**config.mk**
```make
export PLATFORM = sky130hd
export DESIGN_NAME = seg7_frame_decoder
export DESIGN_NICKNAME = d
export VERILOG_FILES = /design/src/rtl/seg7_pkg.sv /design/src/rtl/seg7_decode.sv /design/src/rtl/seg7_frame_decoder.sv
export SDC_FILE = /design/constraint.sdc
export NUM_CORES = 1
export LEC_CHECK = 0
export ABC_CLOCK_PERIOD_IN_PS = 4250
export BUFFER_PORTS_ARGS = -buffer_cell sky130_fd_sc_hd__buf_2
export CORE_MARGIN = 2
export CORE_UTILIZATION = 60
export DETAILED_ROUTE_END_ITERATION = 7
export PLACE_DENSITY = 0.81
export SLEW_MARGIN = 10
export SYNTH_ARGS = -nofsm -noshare
export SYNTH_HDL_FRONTEND = slang
export SYNTH_SLANG_ARGS = --single-unit
```
**constraint.sdc**
```tcl
create_clock -name clk -period 4.25 [get_ports clk]
set_clock_uncertainty 0.05 [all_clocks]
set_input_delay 0.425 -clock clk [delete_from_list [all_inputs] [get_ports clk]]
set_output_delay 0.425 -clock clk [all_outputs]
set_load 0.02 [all_outputs]
```
**src/rtl/seg7_pkg.sv**
```systemverilog
// Shared definitions for the seven-segment frame decoder: segment
// patterns (abcdefg, bit6 = a), BCD codes, FSM states and helpers.
package seg7_pkg;

  localparam logic [6:0] SEG_0 = 7'b1111110;
  localparam logic [6:0] SEG_1 = 7'b0110000;
  localparam logic [6:0] SEG_2 = 7'b1101101;
  localparam logic [6:0] SEG_3 = 7'b1111001;
  localparam logic [6:0] SEG_4 = 7'b0110011;
  localparam logic [6:0] SEG_5 = 7'b1011011;
  localparam logic [6:0] SEG_6 = 7'b1011111;
  localparam logic [6:0] SEG_7 = 7'b1110000;
  localparam logic [6:0] SEG_8 = 7'b1111111;
  localparam logic [6:0] SEG_9 = 7'b1111011;

  localparam logic [6:0] SEG_BLANK   = 7'b0000000;
  localparam logic [3:0] BCD_INVALID = 4'hF;
  localparam logic [3:0] BCD_BLANK   = 4'hA;

  typedef enum logic [1:0] {
    IDLE,
    SETTLE,
    HOLD,
    PUBLISH
  } state_t;

  // True when exactly one digit enable is set.
  function automatic logic is_onehot(input logic [3:0] v);
    return (v != 4'b0000) && ((v & (v - 4'd1)) == 4'b0000);
  endfunction

  // Slot index of a one-hot enable; only meaningful when is_onehot(v).
  function automatic logic [1:0] onehot_idx(input logic [3:0] v);
    logic [1:0] idx;
    idx = 2'd0;
    if (v[1]) idx = 2'd1;
    if (v[2]) idx = 2'd2;
    if (v[3]) idx = 2'd3;
    return idx;
  endfunction

endpackage

```
**src/rtl/seg7_decode.sv**
```systemverilog
// Combinational seven-segment to BCD decoder.
// With SEG7_BLANK_EN defined, an all-off pattern decodes to BCD_BLANK as a
// valid digit; otherwise it is treated as undecodable.
module seg7_decode
  import seg7_pkg::*;
(
  input  logic [6:0] seg,
  output logic [3:0] bcd,
  output logic       valid
);

  // Map a segment pattern to its digit; unknown patterns are flagged invalid.
  always_comb begin
    bcd   = BCD_INVALID;
    valid = 1'b1;
    case (seg)
      SEG_0:     bcd = 4'd0;
      SEG_1:     bcd = 4'd1;
      SEG_2:     bcd = 4'd2;
      SEG_3:     bcd = 4'd3;
      SEG_4:     bcd = 4'd4;
      SEG_5:     bcd = 4'd5;
      SEG_6:     bcd = 4'd6;
      SEG_7:     bcd = 4'd7;
      SEG_8:     bcd = 4'd8;
      SEG_9:     bcd = 4'd9;
`ifdef SEG7_BLANK_EN
      SEG_BLANK: bcd = BCD_BLANK;
`endif
      default: begin
        bcd   = BCD_INVALID;
        valid = 1'b0;
      end
    endcase
  end

endmodule

```
**src/rtl/seg7_frame_decoder.sv**
```systemverilog
// Recovers a four-digit BCD frame from a multiplexed seven-segment display
// bus. Each digit is captured once its pattern and enable have been stable
// for STABLE_CYCLES samples; a frame is published when all four slots hold
// a fresh capture. Optional macro: SEG7_BLANK_EN (see seg7_decode).
module seg7_frame_decoder
  import seg7_pkg::*;
#(
  parameter int unsigned STABLE_CYCLES = 2
) (
  input  logic        clk,
  input  logic        rst_n,
  input  logic [6:0]  seg_in,
  input  logic [3:0]  dig_en,
  output logic [15:0] bcd_out,
  output logic        frame_valid,
  output logic        frame_err
);

  localparam logic [3:0] STABLE_CNT = 4'(STABLE_CYCLES);

  logic [6:0] seg_s;
  logic [3:0] en_s;
  logic [6:0] seg_p;
  logic [3:0] en_p;

  state_t     state;
  state_t     nxt_state;
  logic [3:0] cnt;
  logic [3:0] nxt_cnt;
  logic       cap;
  logic       pub;

  logic [3:0] slot_bcd [4];
  logic [3:0] invalid;
  logic [3:0] captured;

  logic [3:0] dec_bcd;
  logic       dec_valid;
  logic       same;
  logic       onehot;
  logic [1:0] slot_idx;

  seg7_decode u_decode (
    .seg   (seg_s),
    .bcd   (dec_bcd),
    .valid (dec_valid)
  );

  // Sample the display bus, and keep the previous sample for stability checks.
  always_ff @(posedge clk or negedge rst_n) begin
    if (!rst_n) begin
      seg_s <= '0;
      en_s  <= '0;
      seg_p <= '0;
      en_p  <= '0;
    end else begin
      seg_s <= seg_in;
      en_s  <= dig_en;
      seg_p <= seg_s;
      en_p  <= en_s;
    end
  end

  // Per-sample qualifiers used by the next-state logic.
  always_comb begin
    same     = (seg_s == seg_p) && (en_s == en_p);
    onehot   = is_onehot(en_s);
    slot_idx = onehot_idx(en_s);
  end

  // Next-state decision. Capture is folded into the transition that makes the
  // counter reach STABLE_CNT, so STABLE_CYCLES = 1 captures on the first
  // one-hot sample straight out of IDLE or HOLD.
  always_comb begin
    nxt_state = state;
    nxt_cnt   = cnt;
    cap       = 1'b0;
    pub       = 1'b0;
    case (state)
      IDLE: begin
        if (onehot) begin
          nxt_state = SETTLE;
          nxt_cnt   = 4'd1;
        end
      end
      SETTLE: begin
        if (same) begin
          nxt_cnt = cnt + 4'd1;
        end else if (onehot) begin
          nxt_cnt = 4'd1;
        end else begin
          nxt_state = IDLE;
          nxt_cnt   = '0;
        end
      end
      HOLD: begin
        if (en_s != en_p) begin
          if (onehot) begin
            nxt_state = SETTLE;
            nxt_cnt   = 4'd1;
          end else begin
            nxt_state = IDLE;
            nxt_cnt   = '0;
          end
        end
      end
      PUBLISH: begin
        nxt_state = IDLE;
        nxt_cnt   = '0;
      end
      default: begin
        nxt_state = IDLE;
        nxt_cnt   = '0;
      end
    endcase

    if ((nxt_state == SETTLE) && (nxt_cnt >= STABLE_CNT)) begin
      cap       = 1'b1;
      nxt_state = HOLD;
    end

    if ((state != PUBLISH) && (&captured)) begin
      cap       = 1'b0;
      pub       = 1'b1;
      nxt_state = PUBLISH;
      nxt_cnt   = '0;
    end
  end

  // FSM state, digit slots and registered frame outputs.
  always_ff @(posedge clk or negedge rst_n) begin
    if (!rst_n) begin
      state       <= IDLE;
      cnt         <= '0;
      invalid     <= '0;
      captured    <= '0;
      bcd_out     <= '0;
      frame_valid <= 1'b0;
      frame_err   <= 1'b0;
      for (int unsigned i = 0; i < 4; i++) begin
        slot_bcd[i] <= '0;
      end
    end else begin
      state       <= nxt_state;
      cnt         <= nxt_cnt;
      frame_valid <= pub;
      frame_err   <= pub & (|invalid);
      if (cap) begin
        slot_bcd[slot_idx] <= dec_bcd;
        invalid[slot_idx]  <= ~dec_valid;
        captured[slot_idx] <= 1'b1;
      end
      if (pub) begin
        bcd_out  <= {slot_bcd[3], slot_bcd[2], slot_bcd[1], slot_bcd[0]};
        captured <= '0;
      end
    end
  end

endmodule

```
==> qor.yml, run 1 <==
status: "complete, no violations"
track_usage_pct: 23.2
drv_cap: 0
synth_seq_cells: 70
placed_cell_area_sq_um: 3160
antenna_cells: 0
port_buffers: 30
grt_antenna_before_repair: 0
finalWirelength_microns: 5420
ctsHtreeMaxLevel: 3
post-route-util_pct: 71.3
slew_viol_final: 0
insertion_delay_ns: 0.35
first_global_vias: 1944
crit_required_ns: 4.44
path_max_fanout: 11
drcViolationCount: 0
post_synth_num_cell_types: 49
vias_per_cell: 5.39
syn2layout_area_growth_pct: 13.8
fill_cells: 370
cts_sinks: 70
worst_pin_slew_ns: 0.747
cts_setup_buffers: 0
synth.net_count: 291
ys_warn_count: 0
overflow: 0
rows: 25
die_h_microns: 74.5
num_io_pins: 31
cts_hold_buf: 0
synth_ff_type: "dfrtp_1"
seq_area_sq_um: 1750
cp_data_arrival_time_ns: 2.50
dp_hpwl_microns: 3650
rsz0062_at_grt: "false"
p_sw_mw: 0.312
whs_ns: 0.0911
root_buffer: "clkbuf_8"
drt_iter0_markers: 238
finalNonFillerCells: 378
fin_crit_ns: 2.31
final_hold_viol_count: 0
num_vias: 2037
start_kind: "flop"
drtPass1Iterations: 4
ctsLongestPathBuffers: 2
p_sw_share_pct: 22.6
layout_commonest_cell: "nand2_1"
dp.cells: 362
drtAntennaViolNets: 0
wl_per_cell_microns: 14.3
seq_power_share_pct: 50.7
ir_worst_vdd_uv: 292
ctsResizeCount: 0
multiInputGateArea_sq_um: 1150
power_leakage_nw: 1.72
syn_area_sq_um: 2980
path_class: "flop to flop"
pwr-share-comb_pct: 5.0
die_area_sq_um: 5550
cts_buffers: 9
design_area_sq_um: 3390
clock_power_share_pct: 44.4
synthArstFlopShare_pct: 100
finalSetupTns_ns: 0
rr_worst_depth: 5
synth.avg_cell_area_sq_um: 10.8
hold_class: "input port to asynchronous set/reset pin"
power.density_nw_per_um2: 407
setup_violations: 0
p_int_mw: 1.07
synth_seq_area_share_pct: 58.8
path_clk_slew_ns: 0.07
grt_first_pass_wirelength_microns: 9410
maxSlewHeadroom_pct: 50.2
synthCells: 277
die_w_microns: 74.5
cts_tree: "yes"
most-common-layout-cells: "78 x nand2_1, 70 x dfrtp_1, 30 x buf_2"
fin_crit_sh_pct: 54.4
drive_gt1_share_pct: 20.3
core_area_sq_um: 4750
place_congestion: 0.869
end_kind: "flop"
synth_edf_count: 0
maxClockFrequency_ghz: 0.433
grt_start_max_net_pins: 37
nNetsFinal: 320
start_util_pct: 62.7
[Yosys cell counts (2+ instances only)]
cell type	number	share of area [%]
nand3_1	3	0.50
a21o_1	2	0.50
or3_1	2	0.42
dfrtp_1	70	59
mux2_4	3	1.5
o21ai_0	29	4.9
or4b_2	2	0.67
and2_1	2	0.42
nor3_1	3	0.50
clkbuf_1	9	1.1
a211oi_1	3	0.76
a21oi_1	6	1.0
and3_1	3	0.63
o2111ai_4	3	2.6
inv_1	3	0.38
a22oi_1	2	0.50
nor3b_1	3	0.76
buf_2	2	0.34
nor2b_1	4	0.84
nand2_1	78	9.8
xor2_1	12	3.5
nor2_1	5	0.63
buf_6	2	0.76
[metrics by stage]
step	total power, mW	setup slack [ns]
global placement	0.778	2.00
floorplan	0.753	2.08
global route	1.43	1.72
finish	1.38	1.94
detailed placement	0.780	1.94
CTS	1.39	1.94
[metal layers]
layer	part of all wire [%]	vias to the layer above	GRT usage [%]
met1	49	977	32.4
met3	3.1	12	5.01
met4	1.7	0	12.5
li1	-	1009	-
met5	0	-	0
met2	46	39	34.2
[cells by family (layout without fill, tap and decap cells)]
group                      after synthesis  count (layout)  share of synthesized area, %
xor gates and xnor gates                13              13                          3.82
and+or+nand+nor                        115             115                          18.4
buffers and inverters                   17              51                          2.73
muxes                                    5               5                          2.22
adders and majority gates                1               1                         0.420
AOI/OAI and AO/OA                       56              56                          13.6
DFF                                     70              70                          58.8
[critical path, stage by stage, from the launching register on]
cell       delay (ns)
dfrtp_1          0.50
xor2_1           0.24
nor4_4           0.40
and4_4           0.42
o2111ai_4        0.23
mux2_4           0.36
[worst paths after layout]
check	start	to	slack, ns
worst max register to register	en_s[3]	slot_bcd[13]	1.94
min in group clk	seg_in[4]	seg_s[4]	0.12
worst min register to register	seg_s[4]	seg_p[4]	0.41
worst max-delay path	en_s[3]	slot_bcd[13]	1.94
worst min-delay path	rst_n	bcd_out[15]	0.09
max in group asynchronous	rst_n	en_p[0]	3.15
[final cells by class]
cell class / instances / area share [%]
well taps: 67 / 2.47
repair buffers: 32 / 4.87
clock buffers: 11 / 4.46
inverters: 3 / 0.332
flip-flops and latches: 70 / 51.6
multi-input cells: 190 / 33.8
clock inverters: 5 / 2.40
[state kept, by name, summed over array words and instances, names as in the netlist]
register	count
bcd_out	16
captured	4
cnt	4
en_p	4
en_s	4
frame_err	1
frame_valid	1
invalid	4
seg_p	7
seg_s	7
slot_bcd	16
state	2
[power by group through the flow]
stage	clock, mW	combinational [mW]	sequential [mW]
floorplan	0	0.0502	0.702
global placement	0	0.0671	0.711
detailed placement	0	0.0686	0.712
CTS	0.620	0.0693	0.699
global route	0.650	0.0781	0.701
finish	0.612	0.0684	0.699
(Power assumes the default switching activity.)
==> run 2: changes to the inputs <==
Settings changed: ABC_CLOCK_PERIOD_IN_PS 4250 to 2200, CORE_UTILIZATION 60 to 58, PLACE_DENSITY 0.81 to 0.79.
Clock period 4.25 ns to 2.2 ns, I/O delays scaled along.
==> run 2 against run 1 <==
Effect of this change: global-route usage increased by 2.7 points; setup slack got worse by 1.8 ns; via count increased by 11%; power increased by 100%; largest cell class unchanged.
==> qor.yml, run 2 (synthesis gave the netlist of run 1 again) <==
cts_tree: "yes"
insertion_delay_ns: 0.35  # about the same
path_class: "flop to flop"
die_w_microns: 75.7  # +1.6%
ctsHtreeMaxLevel: 3  # unchanged
worst_pin_slew_ns: 0.693  # -0.0540 ns
drtAntennaViolNets: 0  # unchanged
start_kind: "flop"
met2_usage_pct: 42.7  # +8.5 points
post-route-util_pct: 74.5  # +3.2 points
drv_cap: 0  # unchanged
end_kind: "flop"
start_util_pct: 59.1  # -3.6 points
drtPass1Iterations: 4  # unchanged
antenna_cells: 0  # unchanged
crit_required_ns: 2.35  # -2.09 ns
pwr-share-comb_pct: 6.9  # +1.9 points
final_hold_viol_count: 0  # unchanged
maxClockFrequency_ghz: 0.484  # +12%
vias_per_cell: 5.42  # +0.53%
cts_buffers: 9  # unchanged
dp.cells: 386  # +6.6%
most-common-layout-cells: "78 x nand2_1, 67 x dfrtp_1, 30 x buf_2"
drt_iter0_markers: 166  # -30%
fin_crit_ns: 2.07  # -0.244 ns
grt_busiest_layer: "met2"
wl_per_cell_microns: 15.5  # +8.2%
setup_violations: 0  # unchanged
layout_commonest_cell: "nand2_1"
grt_start_max_net_pins: 49  # +32%
drcViolationCount: 0  # unchanged
cp_data_arrival_time_ns: 2.22  # -0.28 ns
overflow: 0  # unchanged
fin_crit_sh_pct: 94.0  # +40 points
ir_worst_vdd_uv: 519  # +78%
num_io_pins: 31  # unchanged
status: "complete, no violations"
clock_power_share_pct: 45.3  # +0.9 points
seq_power_share_pct: 47.7  # -3.0 points
use_met3_pct: 5.69  # +0.67 points
cts_sinks: 70  # unchanged
finalNonFillerCells: 417  # +10%
p_int_mw: 2.19  # +100%
use_met1_pct: 33.2  # +0.76 points
rows: 26  # +4.0%
ctsLongestPathBuffers: 2  # unchanged
die_h_microns: 75.7  # +1.6%
root_buffer: "clkbuf_8"
place_congestion: 0.822  # -5.4%
drive_gt1_share_pct: 27.1  # +6.8 points
hold_class: "input port to asynchronous set/reset pin"
maxSlewHeadroom_pct: 53.7  # +3.6 points
p_sw_share_pct: 22.3  # -0.32 points
grt_first_pass_wirelength_microns: 10700  # +13%
nNetsFinal: 356  # +11%
num_vias: 2259  # +11%
power.density_nw_per_um2: 749  # +84%
core_area_sq_um: 5040  # +6.1%
finalWirelength_microns: 6470  # +19%
path_max_fanout: 7  # -4
power_leakage_nw: 1.90  # +11%
slew_viol_final: 0  # unchanged
path_clk_slew_ns: 0.08  # about the same
track_usage_pct: 25.9  # +2.7 points
port_buffers: 30  # unchanged
first_global_vias: 2292  # +18%
dp_hpwl_microns: 4040  # +11%
die_area_sq_um: 5730  # +3.3%
top_regs: "bcd_out x16, slot_bcd x16"
p_sw_mw: 0.627  # +100%
syn2layout_area_growth_pct: 26.1
grt_antenna_before_repair: 0  # unchanged
[run 2: changes by cell type in the layout (fill, tap and decap cells not counted), sizes merged]
| cell | change |
|---|---|
| clkinv | -1 |
| buf | +24 |
| dlygate4sd3 | +12 |
| bufinv | +1 |
[run 2: stage by stage]
step / TNS (ns) / hold WS, ns / worst slack [ns] / instance area [sq um] / power [mW]
floorplan: 0 / -0.126 / 0.0295 / 2980 / 1.45
global placement: 0 / 0.180 / 0.141 / 3330 / 1.52
detailed placement: 0 / 0.176 / 0.0970 / 3330 / 1.53
CTS: 0 / 0.334 / 0.0237 / 3700 / 2.81
global route: -0.00906 / 0.389 / -0.00906 / 3760 / 2.90
finish: 0 / 0.322 / 0.132 / 3760 / 2.81
[run 2: metal layers]
layer	up-vias	wire, microns	part of all wire [%]
li1	1074	-	-
met1	1108	2730	42
met2	64	3410	53
met3	13	213	3.3
met4	0	119	1.8
met5	-	0	0
[run 2: final timing paths]
check / startpoint / end / slack [ns] / cells after the start
worst max-delay path: en_s[1] / cnt[3] / 0.13 / 6
worst min-delay path: rst_n / bcd_out[14] / 0.32 / 2
worst max register to register: en_s[1] / cnt[3] / 0.13 / 6
worst min register to register: seg_s[3] / seg_p[3] / 0.42 / 0
max in group asynchronous: rst_n / seg_s[6] / 1.13 / 3
min in group clk: seg_s[3] / seg_p[3] / 0.42 / 0
[run 2: area by class of cell]
type / count / area [sq um]
tap: 70 / 87.6
timing repair buffer: 68 / 478
sequential: 70 / 1760
clock buffer: 11 / 141
fill: 334 / 1280
multi-input combinational: 190 / 1180
clock inverter: 5 / 106
inverter: 3 / 11.3
[run 2: power by group through the flow]
stage | sequential (mW) | combinational (mW) | clock, mW
after CTS | 1.34 | 0.184 | 1.28
after detailed placement | 1.36 | 0.165 | 0
final | 1.34 | 0.195 | 1.28
after global placement | 1.36 | 0.161 | 0
after floorplan | 1.36 | 0.0969 | 0
after global routing | 1.35 | 0.216 | 1.34
[run 2: worst max-delay path, stage by stage (launching register included)]
cell       delay [ns]
dfrtp_2          0.45
or4b_2           0.69
o311ai_2         0.15
o2bb2ai_2        0.15
a21o_1           0.18
a22oi_1          0.18
nor2_1           0.06
[run 2: repair_timing]
item                                    4_1_cts  5_1_grt
endpoints found under the setup margin        0       14
hold buffers                                 12        0
hold endpoints to repair                     33        0
gates resized for setup                       0        9
setup buffers                                 0        3
